`config.mk`:
```
export PLATFORM = sky130hd
export DESIGN_NAME = rr_arbiter
export DESIGN_NICKNAME = d
export VERILOG_FILES = /design/src/rtl/arb_pkg.sv /design/src/rtl/rr_arbiter_pick.sv /design/src/rtl/rr_arbiter.sv
export SDC_FILE = /design/constraint.sdc
export NUM_CORES = 1
export LEC_CHECK = 0
export ABC_AREA = 1
export CELL_PAD_IN_SITES_DETAIL_PLACEMENT = 1
export CELL_PAD_IN_SITES_GLOBAL_PLACEMENT = 1
export CORE_ASPECT_RATIO = 1.75
export CORE_MARGIN = 5
export CORE_UTILIZATION = 37
export CTS_BUF_LIST = sky130_fd_sc_hd__clkbuf_16
export DETAILED_ROUTE_END_ITERATION = 7
export PLACE_DENSITY = 0.81
export SLEW_MARGIN = 40
export SYNTH_ARGS = -nofsm -noshare
export SYNTH_HDL_FRONTEND = slang
export SYNTH_SLANG_ARGS = --single-unit
```
`constraint.sdc`:
```
create_clock -name clk -period 1.88 [get_ports clk]
set_input_delay 0.376 -clock clk [delete_from_list [all_inputs] [get_ports clk]]
set_output_delay 0.376 -clock clk [all_outputs]
set_load 0.02 [all_outputs]
```
`src/rtl/arb_pkg.sv`:
```
// Shared types and width helper for the request arbiter.
package arb_pkg;

  typedef enum logic {IDLE = 1'b0, GRANT = 1'b1} state_t;

  localparam int MAX_REQ = 16;

  function automatic int idx_w(input int n);
    return (n < 2) ? 1 : $clog2(n);
  endfunction

endpackage

```
`src/rtl/rr_arbiter_pick.sv`:
```
// Combinational winner select: rotating scan after ptr, or lowest index first.
module rr_pick import arb_pkg::*; #(
  parameter int N  = 4,
  parameter int IW = idx_w(N)
) (
  input  logic [N-1:0]  req,
  input  logic [IW-1:0] ptr,
  input  logic [N-1:0]  excl,
  input  logic          rr,
  output logic          vld,
  output logic [IW-1:0] idx
);

  logic [IW-1:0] c;

  always_comb begin
    vld = 1'b0;
    idx = '0;
    c   = '0;
    for (int i = 0; i < N; i++) begin
      c = rr ? IW'((int'(ptr) + 1 + i) % N) : IW'(i);
      if (!vld && req[c] && !excl[c]) begin
        vld = 1'b1;
        idx = c;
      end
    end
  end

endmodule

```
`src/rtl/rr_arbiter.sv`:
```
// Round-robin / fixed-priority arbiter with per-owner hold limit; outputs decode registered state only.
module rr_arbiter import arb_pkg::*; #(
  parameter int N        = 4,
  parameter int MAX_HOLD = 8,
  parameter int RR       = 1
) (
  input  logic                  clk,
  input  logic                  rst,
  input  logic [N-1:0]          req,
  output logic [N-1:0]          gnt,
  output logic [idx_w(N)-1:0]   gnt_id,
  output logic                  busy
);

  localparam int IW = idx_w(N);
  localparam int HW = (MAX_HOLD == 0) ? 1 : $clog2(MAX_HOLD + 1);
  localparam int HL = (MAX_HOLD == 0) ? 0 : MAX_HOLD - 1;
  localparam logic [HW-1:0] HOLD_LAST = HW'(HL);

  state_t        state;
  logic [IW-1:0] owner, ptr, pk_idx;
  logic [HW-1:0] hold;
  logic [N-1:0]  own_oh;
  logic          pk_vld, timeout, rel;

  assign own_oh  = N'(1) << owner;
  assign timeout = (MAX_HOLD != 0) && (hold == HOLD_LAST);
  assign rel     = !req[owner] || timeout;

  // Excluding the owner while granted lets a timeout hand off even in fixed mode.
  rr_pick #(.N(N), .IW(IW)) u_pick (
    .req  (req),
    .ptr  (ptr),
    .excl ((state == GRANT) ? own_oh : '0),
    .rr   (RR != 0),
    .vld  (pk_vld),
    .idx  (pk_idx)
  );

  assign busy   = (state == GRANT);
  assign gnt    = busy ? own_oh : '0;
  assign gnt_id = busy ? owner : '0;

  always_ff @(posedge clk or negedge rst) begin
    if (!rst) begin
      state <= IDLE;
      owner <= '0;
      hold  <= '0;
      ptr   <= IW'(N - 1);
    end else begin
      case (state)
        IDLE: if (pk_vld) begin
          state <= GRANT;
          owner <= pk_idx;
          ptr   <= pk_idx;
          hold  <= '0;
        end
        GRANT: if (rel) begin
          hold <= '0;
          if (pk_vld) begin
            owner <= pk_idx;
            ptr   <= pk_idx;
          end else if (req[owner]) begin
            ptr <= owner;          // sole requester after timeout: re-grant in place
          end else begin
            state <= IDLE;
          end
        end else if (MAX_HOLD != 0 && hold != HOLD_LAST) begin
          hold <= hold + 1'b1;
        end
        default: state <= IDLE;
      endcase
    end
  end

endmodule

```
-- Word-level counts from Yosys, hierarchy flattened
Index checks and enable logic that the tools add are counted.
- input bits: 6
- register bits: 9
- reductions and logical operators: 18
- mux-type cells: 45
- add/subtract/negate cells: 5
- eq/ne operators: 6
- shift-type cells: 1
- magnitude comparators: 5
- bitwise operators: 1
- operator list (kind ; count):
    2-bit two-way mux ; 11
    1-bit binary-select mux with 2-bit select ; 9
    1-bit two-way mux ; 17
    4-bit two-way mux ; 4
    2-bit by 3-bit less-than comparator with 1-bit output, second input constant ; 5
    1-bit zero test ; 8
    2-bit one-hot mux with 2 select lines ; 2
    4-bit one-hot mux with 2 select lines ; 1
    1-bit logical AND ; 7
    3-bit by 1-bit != test with 1-bit output, second input constant ; 2
    2-bit by 1-bit adder with 2-bit output, second input constant ; 2
    2-bit adder, second input constant ; 2
    4-bit by 1-bit adder with 4-bit output, second input constant ; 1
    4-bit by 3-bit == test with 1-bit output, second input constant ; 1
    4-bit by 3-bit != test with 1-bit output, second input constant ; 1
    1-bit by 2-bit << shifter with 4-bit output, first input constant ; 1
    3-bit AND reduction ; 1
    2-bit by 1-bit != test with 1-bit output, second input constant ; 1
    2-bit != test, second input constant ; 1
    1-bit one-hot mux with 2 select lines ; 1
    2-bit AND reduction ; 1
    1-bit logical OR ; 1
    1-bit inverter ; 1

-- Longest topological paths before layout
- word-level depth: 22
- mapped depth: 15

-- Modules after synthesis
A second synthesis with hierarchy kept.
- cells, all modules: 137
- area, all modules: 872.1 µm²
- by module, submodules not included (module ; cells each ; instances ; area each (µm²) ; sequential area each (µm²)):
    rr_arbiter ; 73 ; 1 ; 555.5 ; 227.7
    rr_pick ; 64 ; 1 ; 316.6 ; 0.0

-- Worst setup path after synthesis
Ideal clock, no wire load.
- path type: register -> register
- from: reg state, in the netlist busy
- to: reg ptr[0]
- stages on the path, launching flop included: 14
- data required time: 1.820 ns
- setup time: 0.060 ns
- path buffers: 1
- path slack: 0.210 ns
- clock period less this slack: 1.670 ns
- arrival: 1.610 ns
- path through: dfrtp_1 buf_4 nand3_1 nand2_1 nand2_2 nand2_4 nand2_4 nor2_8 nand2_4 nor2_8 nand2_1 o21ai_1 nand2_1 nand2_1
- cells in the longest elaborated chain, start to end: 21
- elaborated cells on any way between the ends: 40
- RTL lines (item ; line ; source):
    start, declared ; rr_arbiter.sv:20 ; state_t state;
    start signal, assigned ; rr_arbiter.sv:46 ; state <= IDLE;
    start signal, assigned ; rr_arbiter.sv:53 ; state <= GRANT;
    start signal, assigned ; rr_arbiter.sv:66 ; state <= IDLE;
    4-bit two-way mux ; rr_arbiter.sv:34 ; .excl ((state == GRANT) ? own_oh : '0),
    1-bit binary-select mux with 2-bit select ; rr_arbiter_pick.sv:22 ; if (!vld && req[c] && !excl[c]) begin
    1-bit two-way mux (implied by the code) ; rr_arbiter_pick.sv:22 ;
    1-bit zero test ; rr_arbiter_pick.sv:22 ;
    1-bit logical AND ; rr_arbiter_pick.sv:22 ;
    1-bit two-way mux ; rr_arbiter_pick.sv:22 ;
    1-bit zero test ; rr_arbiter_pick.sv:22 ;
    1-bit logical AND (2 in series) ; rr_arbiter_pick.sv:22 ;
    [2 not listed] ; - ;
    1-bit logical AND (2 in series) ; rr_arbiter_pick.sv:22 ;
    1-bit two-way mux ; rr_arbiter_pick.sv:22 ;
    1-bit zero test ; rr_arbiter_pick.sv:22 ;
    1-bit logical AND (2 in series) ; rr_arbiter_pick.sv:22 ;
    2-bit two-way mux / 1-bit two-way mux (equally long branches) ; rr_arbiter_pick.sv:22 ;
    2-bit two-way mux ; rr_arbiter.sv:60 ; if (pk_vld) begin
    2-bit two-way mux ; rr_arbiter.sv:58 ; GRANT: if (rel) begin
    2-bit one-hot mux with 2 select lines ; rr_arbiter.sv:51 ; case (state)
    end signal, assigned ; rr_arbiter.sv:55 ; ptr <= pk_idx;
    end signal, assigned ; rr_arbiter.sv:62 ; ptr <= pk_idx;
    end signal, assigned ; rr_arbiter.sv:64 ; ptr <= owner;
    end, declared ; rr_arbiter.sv:21 ; logic [IW-1:0] owner, ptr, pk_idx;
Parallel ways exist; a longest one is shown, timed or not. The select of a mux whose other input is x is not followed.
A chain may end at the register's enable or synchronous reset.

-- Final worst setup path
- from: reg ptr[0]
- to: reg ptr[1]
- cells in the longest elaborated chain, start to end: 21
- elaborated cells on any way between the ends: 49
- RTL lines (item ; line ; source):
    start signal, assigned ; rr_arbiter.sv:49 ; ptr <= IW'(N - 1);
    start signal, assigned ; rr_arbiter.sv:55 ;
    start signal, assigned ; rr_arbiter.sv:62 ;
    2-bit by 1-bit adder with 2-bit output (*) ; rr_arbiter_pick.sv:21 ; c = rr ? IW'((int'(ptr) + 1 + i) % N) : IW'(i);
    1-bit binary-select mux with 2-bit select ; rr_arbiter_pick.sv:22 ;
    1-bit two-way mux (implied by the code) ; rr_arbiter_pick.sv:22 ;
    1-bit zero test ; rr_arbiter_pick.sv:22 ;
    1-bit logical AND ; rr_arbiter_pick.sv:22 ;
    1-bit two-way mux ; rr_arbiter_pick.sv:22 ;
    1-bit zero test ; rr_arbiter_pick.sv:22 ;
    1-bit logical AND (2 in series) ; rr_arbiter_pick.sv:22 ;
    [2 not listed] ; - ;
    1-bit logical AND (2 in series) ; rr_arbiter_pick.sv:22 ;
    1-bit two-way mux ; rr_arbiter_pick.sv:22 ;
    1-bit zero test ; rr_arbiter_pick.sv:22 ;
    1-bit logical AND (2 in series) ; rr_arbiter_pick.sv:22 ;
    2-bit two-way mux / 1-bit two-way mux (equally long branches) ; rr_arbiter_pick.sv:22 ;
    2-bit two-way mux ; rr_arbiter.sv:60 ;
    2-bit two-way mux ; rr_arbiter.sv:58 ;
    2-bit one-hot mux with 2 select lines ; rr_arbiter.sv:51 ;
Mark *: on every way between the ends. The rest lies on a longest branch, timed or not. The select of a mux whose other input is x is not followed.

==> results by stage <==
Timing:
- The worst setup skew after layout is 0.00128 ns.
- The number of hold violations in the final report is 0.
- The number of pins exceeding their max-slew limit in the final report is 0.
- After layout, the minimum clock period comes to 1.89 ns.
- The final critical path takes up 101% of the cycle.
- Setup total negative slack on the finished layout was measured at -0.0147 ns.
- The headroom to the max-slew limit is 57.9%.
- The final worst-path setup slack is -0.0147 ns.
- Setup repair after global routing could not meet its margin everywhere.
- Timing would allow up to 0.528 GHz.
- The transition time at the pin with the least slew margin is 0.631 ns.
- Setup violations remaining at the end of the flow were counted as 1.

Setup path:
- The category of the critical setup timing path is reg2reg.
- The most numerous cell type found on the critical path is sky130_fd_sc_hd__nand2_1.
- The worst setup path is captured at a flop.
- The required arrival time at the worst endpoint is 2.05 ns.
- The worst setup path is launched from a flop.
- The critical path goes through buf_12, nand2_1, nand2_2, nor2_4, nand2_4, nand2_4, nor2_8, nand2_4, nor2_8, nand2_1, o21ai_2, nand2_1, nand2_1.
- On the worst path, the slowest cell contributes a delay of 0.59 ns.
- The worst-path cell with the longest stage delay is sky130_fd_sc_hd__dfstp_2.
- Along the worst path, the maximum fanout reaches 11.
- The data arrival time at the worst-slack endpoint is 2.07 ns.

Drt:
- The detail route stage leaves a number of antenna-violating nets equal to 0.
- Before antenna repair, the detailed router went through 4 iterations.
- Dividing the detail-routed wire length by the instance count gives 15.2 um.
- The routed length on met3 is 37 um.
- In this run, the number of DRC markers left after iteration 0 of detailed routing was 7.
- The routed wire length is 2.75 mm.
- In the detailed route, the total length drawn on met2 is 1.76 mm.
- The count of vias placed by the detailed router is 921.
- For this run, design rule violations remaining after detail routing come to 0.
- The detail-routed via count per cell is 5.09.
- The wire length the detailed router placed on met1 is 916 um.
- The highest layer touched by signal routing is met4.

Clocking:
- The number of buffers added by the clock tree synthesis step is 3.
- Clock latency on the worst-skew pair, taken at its later pin, is 0.23 ns.
- The tree is rooted in a sky130_fd_sc_hd__clkbuf_16.
- TritonCTS built the clock tree.
- The sink count of the clock tree is 9.
- The total of hold buffers inserted after clock tree synthesis is 0.
- The H-tree depth reported by CTS is 1.
- The clock slew seen by the registers of the worst setup and hold paths is 0.04 ns.
- The maximum clock insertion buffer count is 2.

Floorplan:
- The floorplan step set the die width to 47.2 um.
- The initial utilization of the core area, before any placement, comes to 39.0%.
- The full die area is 0.00355 mm^2.
- The count of pins on the block boundary is 13.
- From bottom edge to top edge, the die measures 75.1 um.
- Row generation in the floorplan step produced 23 rows.
- The floorplan step defined a core boundary enclosing 0.00230 mm^2.

Place:
- The placed wire-length estimate is 2.28 mm.
- At the placement stage, the worst setup path has a slack of -0.162 ns.
- In this run the cell area measured after placement is 0.00111 mm^2.
- The final weighted congestion in routability-driven placement is 0.828.
- The quantity of I/O buffers inserted on ports is 12.

Logic synthesis:
- For this run, the register share of the synthesized area comes to 25.4%.
- Summing the areas of all xor and xnor instances in the mapped netlist gives 1.95% of the synthesized area.
- The adder-cell area share of the yosys netlist is 1.39%.
- The synthesized area per cell is 6.80 um^2.
- The post-synthesis compound-gate area fraction is 10.5%.
- By area, the combinational part of the netlist is dominated by simple AND/OR/NAND/NOR gates.
- The number of warnings issued by yosys is 0.
- The share of synthesized area spent on multiplexers is 0%.
- In this run, synthesis produced a sequential element count of 9.
- The share of synthesized cell area in and, or, nand and nor gates is 50.3%.
- The mapped cell area is 897 um^2.
- In the synthesized netlist, the number of instances is 132.
- The distinct cell type count after synthesis is 25.
- The synthesized netlist net count is 139.

Global routing:
- Entering global routing, the biggest net connects 12 pins.
- The via count of the first global-routing pass is 1,050.
- The global route total overflow is 0.
- For this run, the total global-route usage over all layers was measured as 18.5%.
- The initial antenna violation count is 0.
- The first global-routing pass estimated 4.66 mm of wire.

Run status:
- The final reports fail on setup timing.
- The run finished, with violations left.

Layout:
- In the final layout, flip-flops and latches occupy 231 um^2.
- The area growth from synthesis to layout is 36.5%.
- The multi-input gate area in the final layout is 601 um^2.
- The number of antenna diodes in the final layout is 0.
- The final standard cell utilization of the core is 53.2%.
- Of the cells placed in the final design, the portion with a size suffix greater than 1 is 34.0%.
- The filler cells instantiated in the layout total 303.
- At the end of the flow, the number of nets in the layout was 164.
- Once layout is done, the placed cells without fillers occupy 0.00122 mm^2.

Hold path:
- The type of the tightest min-delay check is in2async.

Run:
- The max-cap check violation count is 0.
## flip-flops by register name, indices dropped and copies added (netlist names)
| register | count |
|---|---|
| busy | 1 |
| ptr | 2 |
| owner | 2 |
| hold | 4 |
## critical path, delay by kind of cell, from the launching register on
family	cells	cell delay [ns]
AO/OA/AOI/OAI	1	0.14
buffers and inverters	1	0.15
flip-flops	1	0.59
AND/OR/NAND/NOR	11	0.95
## final cells by class
type / count / share of cell area (%)
flip-flops and latches: 9 / 18.9
repair buffers: 22 / 16.5
clock buffers: 3 / 6.13
inverters: 20 / 6.54
clock inverters: 1 / 0.306
well taps: 25 / 2.55
multi-input cells: 101 / 49.0
## final timing paths
| kind | startpoint | slack, ns | endpoint | depth (start not counted) |
|---|---|---|---|---|
| setup / recovery | ptr[0] | -0.01 | ptr[1] | 13 |
| hold / removal | rst | 0.45 | hold[3] | 1 |
| setup reg to reg | ptr[0] | -0.01 | ptr[1] | 13 |
| hold reg to reg | ptr[1] | 0.51 | ptr[1] | 2 |
| max in group asynchronous | rst | 1.11 | ptr[0] | 1 |
| min in group clk | ptr[1] | 0.51 | ptr[1] | 2 |
## stage by stage
stage                     std cells  hold WS [ns]
after floorplan                 132        0.0804
after global placement          176         0.476
after detailed placement        176         0.483
after CTS                       180         0.457
after global routing            181         0.469
final                           181         0.446
## what timing repair did
action / in CTS / in global routing
setup buffers: 0 / 1
setup endpoints to repair: 8 / 8
gates resized for setup: 12 / 6
pin swaps: 0 / 1
## placed cells by master (no fill, tap or decap), drive strengths merged
master         Yosys  layout
nand2             54      54
inv               20      21
nand3             14      14
nor2              13      13
o21ai             11      11
buf                2      10
clkdlybuf4s50      0       8
dfrtp              7       7
dlygate4sd2        0       4
clkbuf             0       3
o211ai             2       2
nand4              2       2
dfstp              2       2
a21oi              1       1
o21bai             1       1
xor2               1       1
xnor2              1       1
ha                 1       1
## synth_stat cells, drive strengths merged
cell,n,share of area [%]
nand4,2,1.4
nor2,13,10
xor2,1,0.98
xnor2,1,0.98
a21oi,1,0.56
nand2,54,30
nand3,14,8.9
inv,20,8.4
o21bai,1,0.84
dfrtp,7,20
ha,1,1.4
o21ai,11,7.4
buf,2,2.1
o211ai,2,1.7
dfstp,2,5.9
## cell families after synthesis
family                   count (synthesis)
AO/OA/AOI/OAI                           15
XOR/XNOR                                 2
adder cells (fa/ha/maj)                  1
buffers and inverters                   22
flip-flops                               9
AND/OR/NAND/NOR                         83
## per-layer routing
| metal | up-vias | track usage (%) |
|---|---|---|
| met1 | 443 | 15.7 |
| met3 | 6 | 2.15 |
| met2 | 8 | 39.4 |
| li1 | 464 | - |
| met5 | - | 0 |
| met4 | 0 | 5.54 |
Power is left out: the tool's default activity adds up to more than one toggle a clock period on the data nets, which glitch-free logic cannot reach.
